### src/rtl/sequencer_control.sv
// sequencer_control: Am2910-style microprogram sequencer controller.
// Decodes the 4-bit instruction and the condition input. It drives the
// address-mux select and the pipeline/map/vector enables. It also owns the
// uPC register, the loop register/counter R and the LIFO subroutine stack.
// Optional feature macro: SEQ_STACK_GUARD_EN
//   defined   -> a push at full is dropped and stack_err latches high until reset
//   undefined -> a push at full overwrites the top entry; stack_err is tied low
module sequencer_control #(
    parameter int AW          = 12,
    parameter int STACK_DEPTH = 5
) (
    input  logic          clk,
    input  logic          rst,
    input  logic [3:0]    instr,
    input  logic          cc_en,
    input  logic          cc,
    input  logic          rld,
    input  logic          ci,
    input  logic [AW-1:0] d_in,
    input  logic [AW-1:0] y_in,
    output logic [1:0]    mux_sel,
    output logic          y_zero,
    output logic [AW-1:0] pc_out,
    output logic [AW-1:0] r_out,
    output logic [AW-1:0] f_out,
    output logic          full,
    output logic          pl_en,
    output logic          map_en,
    output logic          vect_en,
    output logic          stack_err
);

    // SP counts occupied entries, so it needs to reach STACK_DEPTH itself
    localparam int SPW = $clog2(STACK_DEPTH + 1);
    localparam logic [SPW-1:0] SP_MAX   = SPW'(STACK_DEPTH);
    localparam logic [SPW-1:0] TOP_SLOT = SPW'(STACK_DEPTH - 1);
    localparam logic [SPW-1:0] SP_ONE   = SPW'(1);

    typedef enum logic [3:0] {
        OP_JZ   = 4'd0,
        OP_CJS  = 4'd1,
        OP_JMAP = 4'd2,
        OP_CJP  = 4'd3,
        OP_PUSH = 4'd4,
        OP_JSRP = 4'd5,
        OP_CJV  = 4'd6,
        OP_JRP  = 4'd7,
        OP_RFCT = 4'd8,
        OP_RPCT = 4'd9,
        OP_CRTN = 4'd10,
        OP_CJPP = 4'd11,
        OP_LDCT = 4'd12,
        OP_LOOP = 4'd13,
        OP_CONT = 4'd14,
        OP_TWB  = 4'd15
    } op_t;

    typedef enum logic [1:0] {
        SEL_PC = 2'b00,
        SEL_D  = 2'b01,
        SEL_R  = 2'b10,
        SEL_F  = 2'b11
    } sel_t;

    op_t             op;
    sel_t            sel;
    logic            pass;
    logic            rz;
    logic            push;
    logic            pop;
    logic            sp_clear;
    logic            r_ld_op;
    logic            r_dec;

    logic [AW-1:0]   upc;
    logic [AW-1:0]   r_reg;
    logic [SPW-1:0]  sp;
    logic [SPW-1:0]  top_idx;
    logic [AW-1:0]   stack_mem [STACK_DEPTH];

    assign op      = op_t'(instr);
    assign pass    = ~cc_en | cc;
    assign rz      = (r_reg == '0);
    assign top_idx = sp - SP_ONE;

    assign mux_sel = sel;
    assign pc_out  = upc;
    assign r_out   = r_reg;
    assign full    = (sp == SP_MAX);
    assign f_out   = (sp == '0) ? '0 : stack_mem[top_idx];

    // Instruction decode: the mux select, the enables and the stack/R actions, all combinational
    always_comb begin
        sel      = SEL_PC;
        y_zero   = 1'b0;
        push     = 1'b0;
        pop      = 1'b0;
        sp_clear = 1'b0;
        r_ld_op  = 1'b0;
        r_dec    = 1'b0;
        pl_en    = 1'b1;
        map_en   = 1'b0;
        vect_en  = 1'b0;
        case (op)
            OP_JZ: begin
                y_zero   = 1'b1;
                sel      = SEL_D;
                sp_clear = 1'b1;
            end
            OP_CJS: begin
                if (pass) begin
                    sel  = SEL_D;
                    push = 1'b1;
                end
            end
            OP_JMAP: begin
                sel    = SEL_D;
                map_en = 1'b1;
                pl_en  = 1'b0;
            end
            OP_CJP: begin
                if (pass) sel = SEL_D;
            end
            OP_PUSH: begin
                push = 1'b1;
                if (pass) r_ld_op = 1'b1;
            end
            OP_JSRP: begin
                push = 1'b1;
                sel  = pass ? SEL_D : SEL_R;
            end
            OP_CJV: begin
                vect_en = 1'b1;
                pl_en   = 1'b0;
                if (pass) sel = SEL_D;
            end
            OP_JRP: begin
                sel = pass ? SEL_D : SEL_R;
            end
            OP_RFCT: begin
                if (!rz) begin
                    sel   = SEL_F;
                    r_dec = 1'b1;
                end else begin
                    pop = 1'b1;
                end
            end
            OP_RPCT: begin
                if (!rz) begin
                    sel   = SEL_D;
                    r_dec = 1'b1;
                end
            end
            OP_CRTN: begin
                if (pass) begin
                    sel = SEL_F;
                    pop = 1'b1;
                end
            end
            OP_CJPP: begin
                if (pass) begin
                    sel = SEL_D;
                    pop = 1'b1;
                end
            end
            OP_LDCT: begin
                r_ld_op = 1'b1;
            end
            OP_LOOP: begin
                if (pass) pop = 1'b1;
                else      sel = SEL_F;
            end
            OP_CONT: begin
                sel = SEL_PC;
            end
            OP_TWB: begin
                if (pass) begin
                    pop = 1'b1;
                end else if (!rz) begin
                    sel   = SEL_F;
                    r_dec = 1'b1;
                end else begin
                    sel = SEL_D;
                    pop = 1'b1;
                end
            end
            default: begin
                sel = SEL_PC;
            end
        endcase
    end

    // uPC follows the mux output every cycle, plus the carry-in; it wraps at AW bits
    always_ff @(posedge clk or posedge rst) begin
        if (rst) begin
            upc <= '0;
        end else begin
            upc <= y_in + AW'(ci);
        end
    end

    // Loop register: an external load beats an instruction load, which beats a decrement; it never underflows
    always_ff @(posedge clk or posedge rst) begin
        if (rst) begin
            r_reg <= '0;
        end else if (rld || r_ld_op) begin
            r_reg <= d_in;
        end else if (r_dec && !rz) begin
            r_reg <= r_reg - AW'(1);
        end
    end

    // Subroutine stack: JZ clears it, a push saves the current uPC, and a pop on an empty stack is ignored
    always_ff @(posedge clk or posedge rst) begin
        if (rst) begin
            sp <= '0;
            for (int i = 0; i < STACK_DEPTH; i++) begin
                stack_mem[i] <= '0;
            end
        end else if (sp_clear) begin
            sp <= '0;
        end else if (push) begin
            if (sp != SP_MAX) begin
                stack_mem[sp] <= upc;
                sp            <= sp + SP_ONE;
            end else begin
`ifdef SEQ_STACK_GUARD_EN
                sp <= sp;
`else
                stack_mem[TOP_SLOT] <= upc;
`endif
            end
        end else if (pop && sp != '0) begin
            sp <= sp - SP_ONE;
        end
    end

`ifdef SEQ_STACK_GUARD_EN
    // Sticky overflow flag: set by a push at full and cleared only by reset
    always_ff @(posedge clk or posedge rst) begin
        if (rst) begin
            stack_err <= 1'b0;
        end else if (push && !sp_clear && sp == SP_MAX) begin
            stack_err <= 1'b1;
        end
    end
`else
    assign stack_err = 1'b0;
`endif

endmodule
### config.mk
export PLATFORM = sky130hd
export DESIGN_NAME = sequencer_control
export DESIGN_NICKNAME = d
export VERILOG_FILES = /design/src/rtl/sequencer_control.sv
export SDC_FILE = /design/constraint.sdc
export NUM_CORES = 1
export LEC_CHECK = 0
export CORE_ASPECT_RATIO = 2
export CORE_MARGIN = 4
export CORE_UTILIZATION = 30
export CTS_CLUSTER_DIAMETER = 80
export DETAILED_ROUTE_END_ITERATION = 10
export GPL_TIMING_DRIVEN = 1
export PLACE_DENSITY = 0.51
export SYNTH_ARGS = -nofsm -noshare
export SYNTH_HDL_FRONTEND = slang
export SYNTH_SLANG_ARGS = --single-unit
### constraint.sdc
create_clock -name clk -period 4.92 [get_ports clk]
set_input_delay 1.476 -clock clk [delete_from_list [all_inputs] [get_ports clk]]
set_output_delay 1.476 -clock clk [all_outputs]
set_load 0.03 [all_outputs]
# Word level (Yosys, flattened, before mapping)
# Index checks and enable logic that the tools add are counted.
# word_totals
n_memories	0
ramBits	0
elab_cells	94
ff_bits	87
in_bits	34
latchBits	0
romBits	0
# op_classes
div	0
n_mux	36
n_reduce_logical	21
n_shift	0
n_eq_ne	17
n_mul	0
n_addsub	4
n_lt_le_gt_ge	3
bitwise	5
# ops
cell	n
$mux 12	7
$bwmux 60	1
$bmux 12 s3	1
$demux 12 s3	1
$eq 4x4->1 const B	7
$eq 4x3->1 const B	4
$pmux 2 s8	1
$add 12x1->12	1
$logic_not 12->1	1
$mux 2	6
$mux 3	4
$sub 12x1->12 const B	1
$mux 1	11
$reduce_or 2->1	5
$eq 4x2->1 const B	2
$ge 4x4->1 const B	2
$not 3->4	2
$pmux 1 s2	3
$reduce_bool 3->1	2
$eq 4x1->1 const B	1
$logic_not 4->1	1
$lt 4x1->1 const B	1
$reduce_and 2->1	2
$reduce_or 4->1	1
15 further kinds	18

# Logic depth before layout (Yosys ltp)
# Gate-level depths: netlist (run 1).
# logic_depth
ltp_word	8
depth_mapped	9
depth_no_buf	7

# Worst setup path before layout (run 1)
# Ideal clock, no wire load.
# synth_path
path_type	input-to-output
startpoint	input instr[1]
endpoint	output y_zero
required_ns	3.444
path_stages	3
t_arrival_ns	3.017
setup_slack_ns	0.427
cell_sequence	buf_2 -> buf_1 -> nor4_1
# synth_between
elab_chain_len	2
# synth_rtl
item	line_no	source
from (decl)	14	input logic [3:0] instr,
$logic_not 4->1	104	case (op)
$mux 1	104	
to (decl)	22	output logic y_zero,
# Every way passes these cells.

# Worst setup path after layout (run 1)
# layout_path
startpoint	input instr[0]
endpoint	output map_en
# layout_between
elab_chain_len	2
# layout_rtl
item	line_no	source
$eq 4x2->1	104	
$mux 1	104	
to (decl)	28	output logic map_en,
# Every way passes these cells.

==> metrics, run 1 <==
Final Max Slew Viols 0; Ports 78; vias in the first global route 3,587; Worst Hold Class register to register; CTS Root Cell clkbuf_16; diodes inserted 0; EDFF count, synth 0; max-cap violations 0; RSZ-0062 raised after global routing false; status finished, final reports clean; final core utilization 0.390; Ys Warns 0; post-route antenna net violation count 0; layout cell share with drive strength beyond 1 0.230; Iter 0 DRT Violations 81; clock sink count 87; Critical R2R Launch sp[1]; Yosys top cell area share 0.468; CORE AREA 15,300 sq um; Skew-Pair Late Insertion Delay 0.34 ns; CP Capture Type primary output; Yosys cell types 55; GP Congestion 0.775; Filler Cells Inserted 1,514; Post-Syn Area 4650 sq um; FP Rows 64; antenna violations before repair 0; top cells by area, synth dfrtp_1 47%, mux2_4 6.5%, mux4_2 5.8%; Post-synth ARST share 1.00; Worst Max-Slew Pin Slew 1.00 ns; Final HPWL DP 8.84 mm; Port Buffers 76; Yosys top cell by area dfrtp_1; hold_buf cts 0; Worst VDD drop 0.243 mV; Worst-path clk slew 0.06 ns; finished layout cell area 5970 sq um; via count 3,344; FF-to-FF End sp[1]; Layout area overhead 28.3%; R2R depth 6; DRC violations left 0; die span in y 184 um; Worst Hold End stack_mem[32]; syn nets 424; H-tree lvl count 3; synthesized area per cell 12.1 sq um; setup slack, reg-to-reg 2.72 ns; Routed WL 12.2 mm; most used flip-flop cell after synthesis dfrtp_1; routed length per placed instance 18.2 um; hold depth 1; clock skew 0.0111 ns; Final Non-Filler Cells 668; initial core utilization 0.304; P_leak 2.56 nW; post-cts sizing count 0; grt ovf 0; via/cell ratio 5.01; sequential share of the synthesized area 0.468; CTS Buf Count 9; clk buf depth 2; router iterations before antenna repair 4; Area after DPL 5640 sq um; Placed Instances 652; die width 96.1 um; Mapped Cells 383; setup TNS 0 ns; CP required 3.44 ns; CP Max Fanout 6; die area 17,700 sq um; Max Freq 216 MHz; final-report setup violation count 0; ratio of total power to cell area 579 nW/um^2; critical path arrival 3.16 ns; Post-CTS Setup Inserts 0; hold path startpoint stack_mem[32]; Tcrit/Tclk final 0.943; Setup CP Type primary input to primary output; Final Hold Fails 0; first-pass GRT wire length 19.3 mm; GRT Total Usage 0.145; most common cell in the netlist dfrtp_1; Final min period 4.64 ns; fin nets 506; largest net degree at the start of global routing 55; post-synthesis register bit count 87; Synth top cells by count 87 x dfrtp_1, 25 x nor2_1, 23 x nand2_1; crit start category primary input; CTS tree done; Slew HR 0.331
worst max path at each step:
stage	slack (ns)	cells after the start	to	from
final	0.28	5	map_en	instr[0]
after detailed placement	0.08	6	mux_sel[1]	instr[3]
after global placement	0.09	6	mux_sel[1]	instr[3]
after CTS	0.07	6	mux_sel[1]	instr[3]
after global routing	0.20	5	map_en	instr[0]
after floorplan	0.43	3	y_zero	instr[1]
cell type report:
type	instances	area [sq um]	area share
multi-input combinational	263	2310	0.387
clock buffer	10	229	0.0384
sequential	87	2180	0.365
timing repair buffer	94	871	0.146
clock inverter	6	92.6	0.0155
inverter	10	38.8	0.00650
tap	198	248	0.0415
per-layer routing:
layer  up-vias  part of all wire  GRT usage
met5         -                 0          0
met4         0             0.011     0.0376
met3         8             0.030     0.0286
met2        70              0.57      0.276
met1      1697              0.38      0.157
li1       1569                 -          -
state kept, by name (all words and copies together), names as in the netlist:
register,flops
pc_out,12
r_out,12
sp,3
stack_mem,60
metrics by stage:
| step | hold WS, ns | total power, W | setup slack, ns |
|---|---|---|---|
| 5_1_grt | 0.495 | 0.00365 | 0.204 |
| 2_1_floorplan | 0.459 | 0.00221 | 0.427 |
| 4_1_cts | 0.491 | 0.00350 | 0.0696 |
| 6_report | 0.486 | 0.00346 | 0.280 |
| 3_5_place_dp | 0.477 | 0.00274 | 0.0777 |
| 3_3_place_gp | 0.468 | 0.00272 | 0.0889 |
worst max-delay path: stages:
cell and delay (ns):
clkdlybuf4s50_1 0.52, inv_1 0.22, nand2_1 0.10, nor3_1 0.15, clkdlybuf4s50_1 0.70
layout by cell type, fill, tap and decap left out, drive strengths merged, types with 6 or more instances in the layout:
cell type | Yosys | final
dfrtp | 87 | 87
clkdlybuf4s50 | 0 | 64
mux2 | 60 | 60
buf | 15 | 29
nor2 | 26 | 26
nand2 | 23 | 23
o21ai | 19 | 19
nand3 | 15 | 15
a22oi | 14 | 14
xor2 | 12 | 12
mux4 | 12 | 12
inv | 10 | 10
clkbuf | 8 | 10
xnor2 | 9 | 9
ha | 7 | 7
nor4 | 7 | 7
a21oi | 6 | 6
kinds of logic after synthesis:
logic type / count (synthesis) / share of synthesized area
compound gates: 60 / 0.0974
xor+xnor: 21 / 0.0395
fa+ha+maj: 7 / 0.0188
buf+inv: 33 / 0.0350
flops: 87 / 0.468
mux: 72 / 0.219
other cells: 1 / 0.000806
simple gates: 102 / 0.121
where the power goes:
part           internal [W]  switching [W]  leakage [nW]
clock              0.000448       0.000292         0.149
combinational      0.000758       0.000792          1.35
sequential         0.000988       0.000178          1.07
(Power assumes the default switching activity.)
==> inputs of run 2 (changes only) <==
--- a/config.mk
+++ b/config.mk
@@ -10,8 +10,9 @@
 export CORE_UTILIZATION = 30
 export CTS_CLUSTER_DIAMETER = 80
 export DETAILED_ROUTE_END_ITERATION = 10
-export GPL_TIMING_DRIVEN = 1
+export GPL_TIMING_DRIVEN = 0
 export PLACE_DENSITY = 0.51
+export SKIP_CTS_REPAIR_TIMING = 1
 export SYNTH_ARGS = -nofsm -noshare
 export SYNTH_HDL_FRONTEND = slang
 export SYNTH_SLANG_ARGS = --single-unit
==> run 2 against run 1 <==
Compared with the run above: critical path depth is 1 lower; clock-buffer cell count stayed put; wire length up 3.0%; setup slack lost 0.18 ns; sequential cell count unchanged; power rose by 0.10%; sequential power about the same; cell area rose by 0.71%; clock skew up 0.0018 ns; register-to-register slack lost 0.15 ns; combinational power about the same.
==> metrics, run 2 (synthesis gave the netlist of run 1 again) <==
max FFs per register 60 (unchanged); GRT Total Usage 0.148 (+0.00359); Final Hold Fails 0 (unchanged); CORE AREA 15,300 sq um (unchanged); largest net degree at the start of global routing 70 (+27%); Clock power frac 0.208 (-0.006); Bufs and invs on worst path 3 (unchanged); hold path startpoint stack_mem[55]; CTS tree done; Skew-Pair Late Insertion Delay 0.34 ns (about the same); Slew HR 0.395 (+0.0635); FP Rows 64 (unchanged); via/cell ratio 5.01 (about the same); CP Capture Type primary output; R2R depth 8 (+2); router iterations before antenna repair 4 (unchanged); antenna violations before repair 0 (unchanged); post-route antenna net violation count 0 (unchanged); Tcrit/Tclk final 0.979 (+0.0361); Routed WL 12.6 mm (+3.0%); Final Max Slew Viols 0 (unchanged); final worst slack 0.102 ns (-0.177 ns); CTS Buf Count 9 (unchanged); H-tree lvl count 3 (unchanged); Worst path most repeated cell clkdlybuf4s50_1; power share of the sequential group 0.334 (-0.003); finished layout cell area 6010 sq um (+0.71%); NetSw 0.00128 W (+1.4%); first-pass GRT wire length 19.8 mm (+2.2%); ratio of total power to cell area 576 nW/um^2 (-0.61%); Final HPWL DP 9.25 mm (+4.7%); routed length per placed instance 18.7 um (+2.5%); worst path cell trace clkdlybuf4s50_1, buf_2, nor4_2, clkdlybuf4s50_1; FF-to-FF End sp[1]; GP Congestion 0.782 (+0.90%); clk buf depth 2 (unchanged); CTS Root Cell clkbuf_16; CP Max Fanout 10 (+4); DRC violations left 0 (unchanged); DP Worst Slack -0.264 ns (-0.342 ns); Worst Hold End stack_mem[55]; critical path arrival 3.34 ns (+0.18 ns); via count 3,362 (+0.54%); die width 96.1 um (unchanged); largest reg by FF count stack_mem; hold depth 1 (unchanged); FF+latch area 2180 sq um (unchanged); Filler Cells Inserted 1,471 (-2.8%); Worst Max-Slew Pin Slew 0.899 ns (-0.104 ns); Max Freq 208 MHz (-3.7%); commonest non-fill, non-tap cell in the layout dfrtp_1; CP max stage delay 0.76 ns (+0.06 ns); Area after DPL 5670 sq um (+0.47%); switching power share of the total 0.370 (+0.00461); die span in y 184 um (unchanged); Multi-input gate area 2320 sq um (+0.38%); Critical R2R Launch sp[0]; commonest non-fill, non-tap cells in the layout 87 x dfrtp_1, 69 x clkdlybuf4s50_1, 25 x nor2_1; clock skew 0.0129 ns (+0.00179 ns); status finished, final reports clean; P_leak 2.60 nW (+1.5%); P_int 0.00218 W (-0.63%); crit start category primary input; Gate power share 0.458 (+0.010); RSZ-0062 raised after global routing false; grt ovf 0 (unchanged); Setup CP Type primary input to primary output; fin nets 509 (+0.59%); Worst-path clk slew 0.06 ns (about the same); Worst path top cell family by delay buffers and inverters; final-report setup violation count 0 (unchanged); Final min period 4.82 ns (+0.177 ns); CP required 3.44 ns (about the same); setup slack, reg-to-reg 2.57 ns (-0.15 ns); Worst VDD drop 0.272 mV (+12%); slowest cell on the critical path clkdlybuf4s50_1; initial core utilization 0.304 (unchanged); Worst Hold Class register to register; clock sink count 87 (unchanged); die area 17,700 sq um (unchanged); Iter 0 DRT Violations 85 (+4.9%); layout cell share with drive strength beyond 1 0.207 (-0.0226); Ports 78 (unchanged); max-cap violations 0 (unchanged); Layout area overhead 29.2%; Port Buffers 74 (-2.6%); vias in the first global route 3,642 (+1.5%); diodes inserted 0 (unchanged)
[run 2: routing by layer]
metal  vias to the layer above  global-route usage  share of wire
met5                         -                   0              0
met4                         0              0.0473          0.017
met3                        17              0.0229          0.026
met2                        69               0.284           0.57
met1                      1701               0.160           0.38
li1                       1575                   -              -
[run 2: layout make-up]
type                       instances  area share
clock buffer                      10      0.0398
tap                              198      0.0412
timing repair buffer              75       0.130
buffer                            22      0.0221
sequential                        87       0.362
multi-input combinational        263       0.386
clock inverter                     6      0.0121
inverter                          10     0.00666
[run 2: worst max-delay path by stage]
stage | from | end | slack (ns) | cells past startpoint
floorplan | instr[1] | y_zero | 0.43 | 3
global placement | rst | pc_out[4] | -0.31 | 2
detailed placement | sp[0] | f_out[4] | -0.26 | 9
CTS | sp[0] | f_out[4] | -0.64 | 9
global route | instr[2] | y_zero | 0.02 | 4
finish | instr[2] | y_zero | 0.10 | 4
[run 2: through the flow]
| stage | power, W | utilization | instances | setup TNS (ns) | hold slack (ns) |
|---|---|---|---|---|---|
| after floorplan | 0.00221 | - | 383 | 0 | 0.459 |
| after global placement | 0.00273 | 0.369 | 655 | -29.26 | 0.468 |
| after detailed placement | 0.00277 | 0.371 | 656 | -3.26 | 0.477 |
| after CTS | 0.00350 | 0.391 | 672 | -7.73 | 0.491 |
| after global routing | 0.00368 | 0.393 | 671 | 0 | 0.517 |
| final | 0.00346 | 0.393 | 671 | 0 | 0.488 |
[run 2: power groups by stage]
stage	combinational [W]	sequential, W	clock, W
after floorplan	0.00107	0.00114	0
after global placement	0.00158	0.00115	0
after detailed placement	0.00160	0.00117	0
after CTS	0.00161	0.00116	0.000741
after global routing	0.00171	0.00119	0.000771
final	0.00158	0.00116	0.000719
==> inputs of run 3 (changes only) <==
--- a/config.mk
+++ b/config.mk
@@ -5,13 +5,15 @@
 export SDC_FILE = /design/constraint.sdc
 export NUM_CORES = 1
 export LEC_CHECK = 0
+export CAP_MARGIN = 20
 export CORE_ASPECT_RATIO = 2
 export CORE_MARGIN = 4
 export CORE_UTILIZATION = 30
 export CTS_CLUSTER_DIAMETER = 80
 export DETAILED_ROUTE_END_ITERATION = 10
 export GPL_TIMING_DRIVEN = 0
-export PLACE_DENSITY = 0.51
+export PLACE_DENSITY = 0.53
+export REMOVE_ABC_BUFFERS = 1
 export SKIP_CTS_REPAIR_TIMING = 1
 export SYNTH_ARGS = -nofsm -noshare
 export SYNTH_HDL_FRONTEND = slang
==> constraint.sdc (replaced) <==
create_clock -name clk -period 3.9 [get_ports clk]
set_input_delay 1.17 -clock clk [delete_from_list [all_inputs] [get_ports clk]]
set_output_delay 1.17 -clock clk [all_outputs]
set_load 0.03 [all_outputs]
==> run 3 against run 2 <==
Compared with the run above: power is 27% higher; clock power is 16% higher; final cell count is 1.5% lower; critical path depth is 1 higher; combinational power is 31% higher; critical endpoint is now map_en.
==> metrics, run 3 (synthesis gave the netlist of run 1 again) <==
via/cell ratio 4.95 (-1.3%); FP Rows 64 (unchanged); total power 0.00439 W (+27%); final core utilization 0.397 (+0.00376); Fin Hold WS 0.489 ns (+0.000698 ns); GP Congestion 0.790 (+1.1%); ratio of total power to cell area 723 nW/um^2 (+26%); NetSw 0.00162 W (+26%); Tcrit/Tclk final 0.970; crit start category primary input; initial core utilization 0.304 (unchanged); switching power share of the total 0.368 (-0.00144); routed length per placed instance 17.3 um (-7.3%); hold depth 1 (unchanged); slowest cell on the critical path clkdlybuf4s50_1; Setup CP Type primary input to primary output; Worst VDD drop 0.347 mV (+28%); Critical R2R Launch sp[0]; Worst Setup SP instr[0]; Slew HR 0.337 (-0.0575); Gate power share 0.472 (+0.014); Iter 0 DRT Violations 108 (+27%); Worst Max-Slew Pin Slew 0.985 ns (+0.0854 ns); R2R depth 8 (unchanged); commonest non-fill, non-tap cells in the layout 86 x dfrtp_1, 57 x clkdlybuf4s50_1, 23 x nor2_1, 23 x nand2_1; vias in the first global route 3,394 (-6.8%); Final Non-Filler Cells 661 (-1.5%); CORE AREA 15,300 sq um (unchanged); Worst Hold End stack_mem[55]; Placed Instances 639 (-2.6%); clock skew 0.00844 ns (-0.00445 ns); via count 3,269 (-2.8%); critical path arrival 2.61 ns (-0.73 ns); H-tree lvl count 3 (unchanged); max-cap violations 0 (unchanged); Final Max Slew Viols 0 (unchanged); CP Capture Type primary output; CP max stage delay 0.70 ns (-0.06 ns); max FFs per register 60 (unchanged); grt ovf 0 (unchanged); CTS tree done; router iterations before antenna repair 4 (unchanged); setup slack, reg-to-reg 1.70 ns (-0.87 ns); Clock power frac 0.190 (-0.018); clk buf depth 2 (unchanged); CTS Buf Count 9 (unchanged); Port Buffers 76 (+2.7%); CTS Root Cell clkbuf_16; final-report setup violation count 0 (unchanged); Final min period 3.78 ns; Worst Hold Class register to register; Routed WL 11.5 mm (-8.7%); diodes inserted 0 (unchanged); commonest non-fill, non-tap cell in the layout dfrtp_1; fin nets 499 (-2.0%); hold path startpoint stack_mem[55]; CP Max Fanout 11 (+1); power share of the sequential group 0.338 (+0.004); largest net degree at the start of global routing 73 (+4.3%); Filler Cells Inserted 1,509 (+2.6%); P_int 0.00277 W (+27%); largest reg by FF count stack_mem; GRT Total Usage 0.137 (-0.0118); die area 17,700 sq um (unchanged); Skew-Pair Late Insertion Delay 0.34 ns (about the same); layout cell share with drive strength beyond 1 0.227 (+0.0196); FF-to-FF End sp[1]; Layout area overhead 30.4%; RSZ-0062 raised after global routing false; Final HPWL DP 8.29 mm (-10%); die width 96.1 um (unchanged); worst path cell trace dlymetal6s2s_1, inv_1, nand2_1, nor3_1, clkdlybuf4s50_1; CP required 2.73 ns (-0.71 ns); Worst-path clk slew 0.06 ns (about the same); status finished, final reports clean; P_leak 2.75 nW (+5.8%); antenna violations before repair 0 (unchanged); first-pass GRT wire length 18.4 mm (-7.0%); DRC violations left 0 (unchanged); die span in y 184 um (unchanged); Ports 78 (unchanged); clock sink count 87 (unchanged); Final Hold Fails 0 (unchanged); Max Freq 264 MHz; setup TNS 0 ns (unchanged); post-route antenna net violation count 0 (unchanged)
[run 3: cell count changes in the layout (fill, tap and decap cells not counted), sizes merged, moves of 2 or more]
cell	before	now
buf	15	11
clkbuf	18	14
clkdlybuf4s50	69	57
clkinv	1	3
dlymetal6s2s	5	15
[run 3: area by class of cell]
cell class | instances | area, sq um | share of cell area
Multi-Input combinational cell | 263 | 2390 | 0.393
Sequential cell | 87 | 2180 | 0.359
Timing Repair Buffer | 87 | 923 | 0.152
Tap cell | 198 | 248 | 0.0408
Clock buffer | 10 | 239 | 0.0394
Clock inverter | 6 | 51.3 | 0.00845
Inverter | 10 | 40.0 | 0.00660
[run 3: worst max-delay path by stage]
stage,cells after the start,endpoint,slack (ns)
final,5,map_en,0.12
after global routing,5,mux_sel[1],0.02
after CTS,8,f_out[8],-1.64
after detailed placement,8,f_out[8],-1.27
after global placement,7,f_out[8],-1.81
after floorplan,6,f_out[0],-0.08
[run 3: power groups by stage]
stage	Combinational (W)	Sequential, W	Clock, W
after floorplan	0.00126	0.00149	0
after global placement	0.00186	0.00151	0
after detailed placement	0.00198	0.00151	0
after CTS	0.00199	0.00150	0.000860
after global routing	0.00224	0.00153	0.000903
final	0.00207	0.00148	0.000834
[run 3: stage by stage]
| step | cell area (sq um) | setup slack, ns |
|---|---|---|
| after floorplan | 4530 | -0.0812 |
| after detailed placement | 5620 | -1.27 |
| after global routing | 6070 | 0.0175 |
| after CTS | 5910 | -1.64 |
| after global placement | 5540 | -1.81 |
| final | 6070 | 0.117 |
[run 3: layer usage]
layer | routed length, um | track usage | share of wire
met1 | 4530 | 0.158 | 0.40
met3 | 558 | 0.0261 | 0.049
met2 | 6110 | 0.240 | 0.53
met5 | 0 | 0 | 0
met4 | 261 | 0.0576 | 0.023
[run 3: worst max-delay path, delay by kind of cell]
family	cells	cell delay [ns]
buffers and inverters	3	1.19
AND/OR/NAND/NOR	2	0.25
